`src/rtl/sa_result_display.sv`:
```
// Captures the solver result on each rising edge of done, converts it to BCD
// with a serial double-dabble, and scans the value onto a 3-digit common-anode display.
module sa_result_display #(
    parameter int SCAN_DIV = 50000,
    parameter bit BLANK_LZ = 1'b1
) (
    input  logic        clk,
    input  logic        rst_n,
    input  logic        done,
    input  logic [7:0]  x,
    output logic        busy,
    output logic        valid,
    output logic [11:0] bcd,
    output logic [2:0]  an,
    output logic [6:0]  seg
);

    // Handshake: x is taken on the cycle done rises (no ready, nothing is refused:
    // a result arriving while busy waits in a one-deep buffer, latest wins);
    // valid pulses for one cycle on the same edge bcd takes its new value.

    localparam int CW = (SCAN_DIV > 1) ? $clog2(SCAN_DIV) : 1;

    typedef enum logic [1:0] {
        S_IDLE = 2'd0,
        S_CONV = 2'd1,
        S_FIN  = 2'd2
    } state_t;

    state_t      state, state_nxt;
    logic        done_d;
    logic        armed;
    logic        event_w;
    logic [19:0] sh, sh_nxt, adj;
    logic [2:0]  iter, iter_nxt;
    logic [7:0]  pend_x;
    logic        pending;
    logic        pend_take;

    logic [CW-1:0] scan_cnt;
    logic [1:0]    dig;
    logic [2:0]    an_w;
    logic [6:0]    seg_w;
    logic [3:0]    nib;
    logic          blank;

    // armed masks the first edge after reset so a done held high across
    // release is not mistaken for a fresh rising edge.
    assign event_w = done & ~done_d & armed;
    assign busy    = (state != S_IDLE);

    always_comb begin
        adj = sh;
        if (sh[19:16] >= 4'd5) adj[19:16] = sh[19:16] + 4'd3;
        if (sh[15:12] >= 4'd5) adj[15:12] = sh[15:12] + 4'd3;
        if (sh[11:8]  >= 4'd5) adj[11:8]  = sh[11:8]  + 4'd3;
    end

    always_comb begin
        state_nxt = state;
        sh_nxt    = sh;
        iter_nxt  = iter;
        pend_take = 1'b0;
        case (state)
            S_IDLE: begin
                if (event_w) begin
                    sh_nxt    = {12'b0, x};
                    iter_nxt  = 3'd0;
                    state_nxt = S_CONV;
                    pend_take = 1'b1;
                end else if (pending) begin
                    sh_nxt    = {12'b0, pend_x};
                    iter_nxt  = 3'd0;
                    state_nxt = S_CONV;
                    pend_take = 1'b1;
                end
            end
            S_CONV: begin
                sh_nxt   = {adj[18:0], 1'b0};
                iter_nxt = iter + 3'd1;
                if (iter == 3'd7) state_nxt = S_FIN;
            end
            S_FIN: begin
                if (pending) begin
                    sh_nxt    = {12'b0, pend_x};
                    iter_nxt  = 3'd0;
                    state_nxt = S_CONV;
                    pend_take = 1'b1;
                end else begin
                    state_nxt = S_IDLE;
                end
            end
            default: state_nxt = S_IDLE;
        endcase
    end

    always_ff @(posedge clk) begin
        if (!rst_n) begin
            state   <= S_IDLE;
            sh      <= 20'd0;
            iter    <= 3'd0;
            done_d  <= 1'b0;
            armed   <= 1'b0;
            valid   <= 1'b0;
            bcd     <= 12'h000;
            pend_x  <= 8'd0;
            pending <= 1'b0;
        end else begin
            state  <= state_nxt;
            sh     <= sh_nxt;
            iter   <= iter_nxt;
            done_d <= done;
            armed  <= 1'b1;
            valid  <= (state == S_FIN);
            if (state == S_FIN) bcd <= sh[19:8];
            // A new event while busy always lands in the buffer, even on the
            // cycle the buffer is being drained into the converter.
            if (event_w && state != S_IDLE) begin
                pend_x  <= x;
                pending <= 1'b1;
            end else if (pend_take) begin
                pending <= 1'b0;
            end
        end
    end

    function automatic logic [6:0] seg_decode(input logic [3:0] d);
        case (d)
            4'd0:    seg_decode = 7'b1000000;
            4'd1:    seg_decode = 7'b1111001;
            4'd2:    seg_decode = 7'b0100100;
            4'd3:    seg_decode = 7'b0110000;
            4'd4:    seg_decode = 7'b0011001;
            4'd5:    seg_decode = 7'b0010010;
            4'd6:    seg_decode = 7'b0000010;
            4'd7:    seg_decode = 7'b1111000;
            4'd8:    seg_decode = 7'b0000000;
            4'd9:    seg_decode = 7'b0010000;
            default: seg_decode = 7'b1111111;
        endcase
    endfunction

    always_comb begin
        an_w  = 3'b110;
        nib   = bcd[3:0];
        blank = 1'b0;
        case (dig)
            2'd1: begin
                an_w  = 3'b101;
                nib   = bcd[7:4];
                blank = BLANK_LZ && (bcd[11:8] == 4'd0) && (bcd[7:4] == 4'd0);
            end
            2'd2: begin
                an_w  = 3'b011;
                nib   = bcd[11:8];
                blank = BLANK_LZ && (bcd[11:8] == 4'd0);
            end
            default: begin
                an_w  = 3'b110;
                nib   = bcd[3:0];
                blank = 1'b0;
            end
        endcase
        seg_w = blank ? 7'b1111111 : seg_decode(nib);
    end

    always_ff @(posedge clk) begin
        if (!rst_n) begin
            scan_cnt <= '0;
            dig      <= 2'd0;
            an       <= 3'b110;
            seg      <= 7'b1000000;
        end else begin
            if (scan_cnt == CW'(SCAN_DIV - 1)) begin
                scan_cnt <= '0;
                dig      <= (dig == 2'd2) ? 2'd0 : dig + 2'd1;
            end else begin
                scan_cnt <= scan_cnt + 1'b1;
            end
            an  <= an_w;
            seg <= seg_w;
        end
    end

endmodule

```
`config.mk`:
```
export PLATFORM = sky130hd
export DESIGN_NAME = sa_result_display
export DESIGN_NICKNAME = d
export VERILOG_FILES = /design/src/rtl/sa_result_display.sv
export SDC_FILE = /design/constraint.sdc
export NUM_CORES = 1
export LEC_CHECK = 0
export ABC_AREA = 1
export CAP_MARGIN = 15
export CORE_MARGIN = 8
export CORE_UTILIZATION = 45
export CTS_CLUSTER_DIAMETER = 40
export CTS_CLUSTER_SIZE = 16
export DETAILED_ROUTE_END_ITERATION = 6
export PLACE_DENSITY_LB_ADDON = 0.1
export SYNTH_ARGS = -nofsm -noshare
export SYNTH_HDL_FRONTEND = slang
export SYNTH_SLANG_ARGS = --single-unit
```
`constraint.sdc`:
```
create_clock -name clk -period 2.16 [get_ports clk]
set_input_delay 0.432 -clock clk [delete_from_list [all_inputs] [get_ports clk]]
set_output_delay 0.432 -clock clk [all_outputs]
set_load 0.01 [all_outputs]
```
Word-level counts from Yosys, hierarchy flattened
Memories as Yosys holds them, arrays and structs flattened.
Cells that the tools add are included.
{"block": "word_totals", "romBits": 112, "register_bits": 77, "mem_count": 1, "inputBits": 11, "output_inout_bits": 24, "word_cells": 72}
{"block": "op_classes", "bitwise_logic": 4, "order_cmp": 3, "reduce_logical": 11, "n_eq_ne": 8, "mux": 25, "n_addsub": 6}
{"name": "(name not given)", "depth": 16, "width": 7, "rd": 1, "rd_ports_with_merged_regs": 0, "wr": 0, "line": "128", "source": "case (d)"}
{"op": "20-bit case mux with 3 select lines", "n": 1}
{"op": "20-bit two-way mux", "n": 2}
{"op": "16-bit by 1-bit adder with 16-bit output (second input constant)", "n": 1}
{"op": "16-bit equality test (second input constant)", "n": 1}
{"op": "4-bit by 3-bit >= comparator with 1-bit output (second input constant)", "n": 3}
{"op": "3-bit two-way mux", "n": 3}
{"op": "3-bit case mux with 3 select lines", "n": 1}
{"op": "4-bit by 2-bit adder with 4-bit output (second input constant)", "n": 2}
{"op": "4-bit zero test", "n": 2}
{"op": "2-bit two-way mux", "n": 4}
{"op": "4-bit two-way mux", "n": 2}
{"op": "4-bit case mux with 2 select lines", "n": 1}
{"op": "1-bit two-way mux", "n": 6}
{"op": "6-bit two-way mux", "n": 1}
{"op": "2-bit case mux with 3 select lines", "n": 1}
{"op": "3-bit case mux with 2 select lines", "n": 1}
{"op": "2-bit by 1-bit equality test with 1-bit output (second input constant)", "n": 2}
{"op": "2-bit equality test (second input constant)", "n": 2}
{"op": "1-bit case mux with 2 select lines", "n": 2}
{"op": "2-bit nonzero test", "n": 2}
{"op": "2-bit OR reduction", "n": 2}
{"op": "3-bit by 1-bit adder with 3-bit output (second input constant)", "n": 1}
{"op": "3-bit by 2-bit adder with 3-bit output (second input constant)", "n": 1}
{"op": "3-bit equality test (second input constant)", "n": 1}
{"op": "9 further kinds", "n": 12}

Logic depth before layout (Yosys ltp)
{"block": "logic_depth", "ltp_word": 7, "mapped_depth": 14, "mapped_depth_nobuf": 14}

Least setup slack after synthesis
Ideal clock, no wire load.
{"block": "synth_timing", "kind": "reg2reg", "from": "register dig[0]", "to": "register seg[3]", "t_required_ps": 2032, "path_buffers": 1, "path_stages_with_launch": 11, "setup_time_ps": 128, "path_slack_ps": 176, "arrival_ps": 1856, "path_cell_list": "dfxtp_1 -> inv_1 -> ha_1 -> buf_6 -> o21ai_1 -> inv_1 -> ha_1 -> nor2_1 -> nor2_1 -> nor2_1 -> nor2_1"}
{"block": "synth_via", "elab_chain_cells": 4, "elab_cells_between_ends": 6, "cone_classes": "eq/ne (2); mux (3); memory (1)"}
{"element": "from (decl)", "line": "41", "source": "logic [1:0] dig;"}
{"element": "from (signal assigned)", "line": "176", "source": "dig <= (dig == 2'd2) ? 2'd0 : dig + 2'd1;"}
{"element": "2-bit equality test / 2-bit by 1-bit equality test with 1-bit output (equally long branches)", "line": "147", "source": "case (dig)"}
{"element": "4-bit case mux with 2 select lines", "line": "147"}
{"element": "memory read 16 x 7 bit"}
{"element": "6-bit two-way mux (*)", "line": "164", "source": "seg_w = blank ? 7'b1111111 : seg_decode(nib);"}
{"element": "to (signal assigned)", "line": "181", "source": "seg <= seg_w;"}
{"element": "to (decl)", "line": "15", "source": "output logic [6:0] seg"}
Mark *: on every way between the ends. The rest lies on a longest branch, timed or not.
A chain may end at the register's enable or synchronous reset.

Final worst setup path
{"block": "layout_timing", "from": "register state[0]", "to": "output busy"}
{"block": "layout_via", "elab_chain_cells": 1}
{"element": "from (decl)", "line": "30", "source": "state_t state, state_nxt;"}
{"element": "from (signal assigned)", "line": "109", "source": "state <= state_nxt;"}
{"element": "2-bit nonzero test", "line": "50", "source": "assign busy = (state != S_IDLE);"}
{"element": "to (decl)", "line": "11", "source": "output logic busy,"}
Every way passes these cells.

==> summary.txt <==
Status
  – Status: finished, final reports clean

CTS
  – CTS H-tree depth: 3
  – CTS Root Cell: clkbuf_8
  – CTS tree: built
  – Cts bufs inserted: 9
  – Clk buf depth: 2
  – Clk sink count: 77
  – Post-CTS Hold Buffers: 0
  – Worst skew pair latency: 0.35 ns
  – Worst-path clk slew: roughly 0.080 ns
  – Post-CTS Setup Bufs: 0

Logic synthesis
  – Syn Nets: between 600 and 700
  – Ys async rst share: 0%
  – Post-synthesis cell type count: 39
  – Share of synthesized cell area in full adder, half adder and majority cells: 6.76%
  – Multiplexer share of the synthesized area: 1.23%
  – Synthesized cell area: 0.00407 mm2
  – Synth top area share: between 30% and 40%
  – Commonest cells post-synth: 140 x nand2_1, 77 x dfxtp_1, 62 x inv_1, 59 x nor2_1, 54 x a21oi_1
  – Simple-Gate Fraction of Synth Area: 28.8%
  – Cell taking the most area after synthesis: dfxtp_1
  – Synthesized instance count: 583
  – XOR/XNOR Fraction of Synth Area: 0.645%
  – Most frequent cell after synthesis: nand2_1
  – Yosys warnings: 0
  – Post-synth EDFFs: 0
  – Top post-synthesis cells by area: dfxtp_1 38%, nand2_1 13%, ha_1 6.8%
  – Synth Flop Type: dfxtp_1
  – Compound-gate portion of the synthesized area: 15.8%
  – Largest family of logic cells by synthesized area: simple AND/OR/NAND/NOR gates
  – Post-Syn Area per Cell: about 7.0 um2
  – Register area share after synthesis: 37.8%
  – Register bit count reported by yosys: 77

Global route
  – Vias in the first global route: around 3.4k
  – Pin count of the biggest net entering global routing: 46
  – First-pass GRT wire length: 16200 um
  – Total track usage: between 15 and 20%
  – GRT Residual Overflow: 0
  – Initial antenna violation count: 0

Floorplanning
  – Core Box Area: 0.00876 mm2
  – I/O Pins: 35
  – Row count: 34
  – Die Y: 111 um
  – Initial Utilization: between 40% and 50%
  – Die width: 111 um
  – Die area: 0.0124 mm2

Placement
  – Placed cells: 717
  – Buffers added on ports: 34
  – Routability Congestion: 0.858
  – Placed wire-length estimate: 6890 um
  – Placed Area: around 0.0045 mm2

Timing
  – Final Skew: 0.0102 ns
  – Final Hold Vio Count: 0
  – Relative slew slack: 77.3%
  – RSZ-0062 raised after global routing: true
  – Slew Limit Fails: 0
  – Fmax: slightly below 500 MHz
  – Period utilisation layout: a little over nine tenths
  – Least-Margin Pin Slew: approximately 0.34 ns
  – Min cycle time layout: 2.04 ns
  – Fin Setup TNS: 0 ns
  – Final setup vio count: 0

Setup path
  – Crit path DAT: 1.61 ns
  – Endpoint class of the critical path: output port
  – Flop2flop setup slack: 0.14 ns
  – CP Data Required Time: roughly 1.7 ns
  – R2R depth: 10
  – Most used cell along the critical path: inv_1
  – Cell Chain, Critical Path: inv_1 > ha_2 > inv_1 > clkdlybuf4s50_1
  – Crit-path max FO: 3
  – Critical path type: reg -> out
  – Critical Path Start Type: flip-flop
  – Slowest stage delay, CP: approximately 0.53 ns
  – Critical-path top delay cell: clkdlybuf4s50_1
  – Reg-to-Reg Start: dig[0]
  – Reg-to-reg critical path endpoint: seg[3]

Power
  – Maximum vdd ir drop: approximately 0.44 mV
  – PwrDens: 909 mW/mm2
  – Overall Power: 4.28 mW
  – Leak pwr: between 1.5 and 2 nW

Final layout
  – # diodes: 0
  – Nets: 653
  – Final Instance Area: 0.00471 mm2
  – Layout cell share with drive strength beyond 1: roughly 9%
  – Area Overhead vs Synth: 15.5%
  – Finished Layout Cells: 733
  – Fillers: 839

Drt
  – Pre-antenna DRT Iters: 4
  – DRC: 0
  – DRT iter0 DRCs: 166
  – Vias per inst: between 5 and 6
  – Final wirelength: 9420 um
  – Final ANT Viol Nets: 0
  – Vias: 3745
  – Routed WL per cell: 12.8 um

Min path
  – WHS Path Cells: 1
  – Hold path startpoint: scan_cnt[0]
  – Hold Crit Endpoint: scan_cnt[0]
  – Worst hold path class: reg -> reg

Job
  – Max-Cap Viols: 0
-- placed cells by master, fill, tap and decap left out, types with 2 or more instances in the layout --
| cell | count |
|---|---|
| mux2i_1 | 5 |
| dfxtp_1 | 76 |
| o21ai_2 | 2 |
| o211ai_1 | 3 |
| nand3_1 | 35 |
| nand2_2 | 4 |
| xor2_1 | 2 |
| nand4_1 | 5 |
| clkbuf_8 | 9 |
| nand2_1 | 140 |
| buf_4 | 10 |
| o21ai_0 | 50 |
| nand3_2 | 4 |
| ha_2 | 2 |
| a31oi_1 | 5 |
| nand3b_1 | 2 |
| nor3_1 | 5 |
| clkinv_2 | 6 |
| nor2_2 | 3 |
| a22oi_1 | 3 |
| ha_1 | 20 |
| inv_1 | 62 |
| clkdlybuf4s50_1 | 34 |
| nor2_1 | 59 |
| a21oi_1 | 54 |
| nand2_4 | 4 |
| inv_2 | 7 |
-- report_power, final --
part	total (mW)	leakage, nW	internal (mW)	switching (mW)
registers	1.74	0.626	1.61	0.134
logic	1.60	1.23	0.618	0.980
clock network	0.934	0.0894	0.406	0.528
-- area by class of cell --
class / count / area [um2] / area share, %
clock inverter: 6 / 30.0 / 0.638
timing repair buffer: 45 / 435 / 9.25
inverter: 70 / 263 / 5.58
sequential: 77 / 1540 / 32.8
clock buffer: 10 / 128 / 2.71
tap: 108 / 135 / 2.87
multi-input combinational: 417 / 2170 / 46.2
-- critical path, delay by kind of cell (launching register included) --
| kind | cells | cell delay, ns |
|---|---|---|
| adders and majority gates | 1 | 0.22 |
| buffers and inverters | 3 | 0.68 |
| DFF | 1 | 0.36 |
-- flip-flops by register name, summed over array words and instances (netlist names) --
name and flops:
bcd 12, an 3, armed 1, seg 7, pending 1, valid 1
scan_cnt 16, iter 3, dig 2, pend_x 8, state 2, done_d 1
sh 20
-- worst max-delay path by stage --
stage	slack (ns)	depth (start not counted)	startpoint	endpoint
floorplan	0.18	10	dig[0]	seg[3]
global placement	0.22	10	dig[0]	seg[3]
detailed placement	0.14	10	dig[0]	seg[3]
CTS	0.03	4	state[1]	busy
global route	-0.02	10	dig[0]	seg[3]
finish	0.12	4	state[0]	busy
-- per-layer routing --
| metal | track usage [%] | share of wire, % |
|---|---|---|
| met5 | 0 | 0 |
| met3 | 2.65 | 4.5 |
| met2 | 24.5 | 45 |
| met1 | 20.3 | 49 |
| met4 | 5.24 | 1.1 |
-- per-stage QoR --
stage	utilization (%)	worst slack [ns]	hold WS (ns)
2_1_floorplan	-	0.176	0.417
3_3_place_gp	51.8	0.222	0.428
3_5_place_dp	51.8	0.136	0.439
4_1_cts	53.6	0.0336	0.454
5_1_grt	53.7	-0.0235	0.473
6_report	53.7	0.120	0.448
-- timing repair --
item,4_1_cts,5_1_grt
endpoints found under the hold margin,0,0
resized for setup,0,3
endpoints found under the setup margin,0,4
-- logic make-up after synthesis --
family	count (synthesis)
flops	77
fa+ha+maj	22
compound gates	121
mux	5
xor+xnor	3
buf+inv	89
simple gates	266
(Power assumes the default switching activity.)
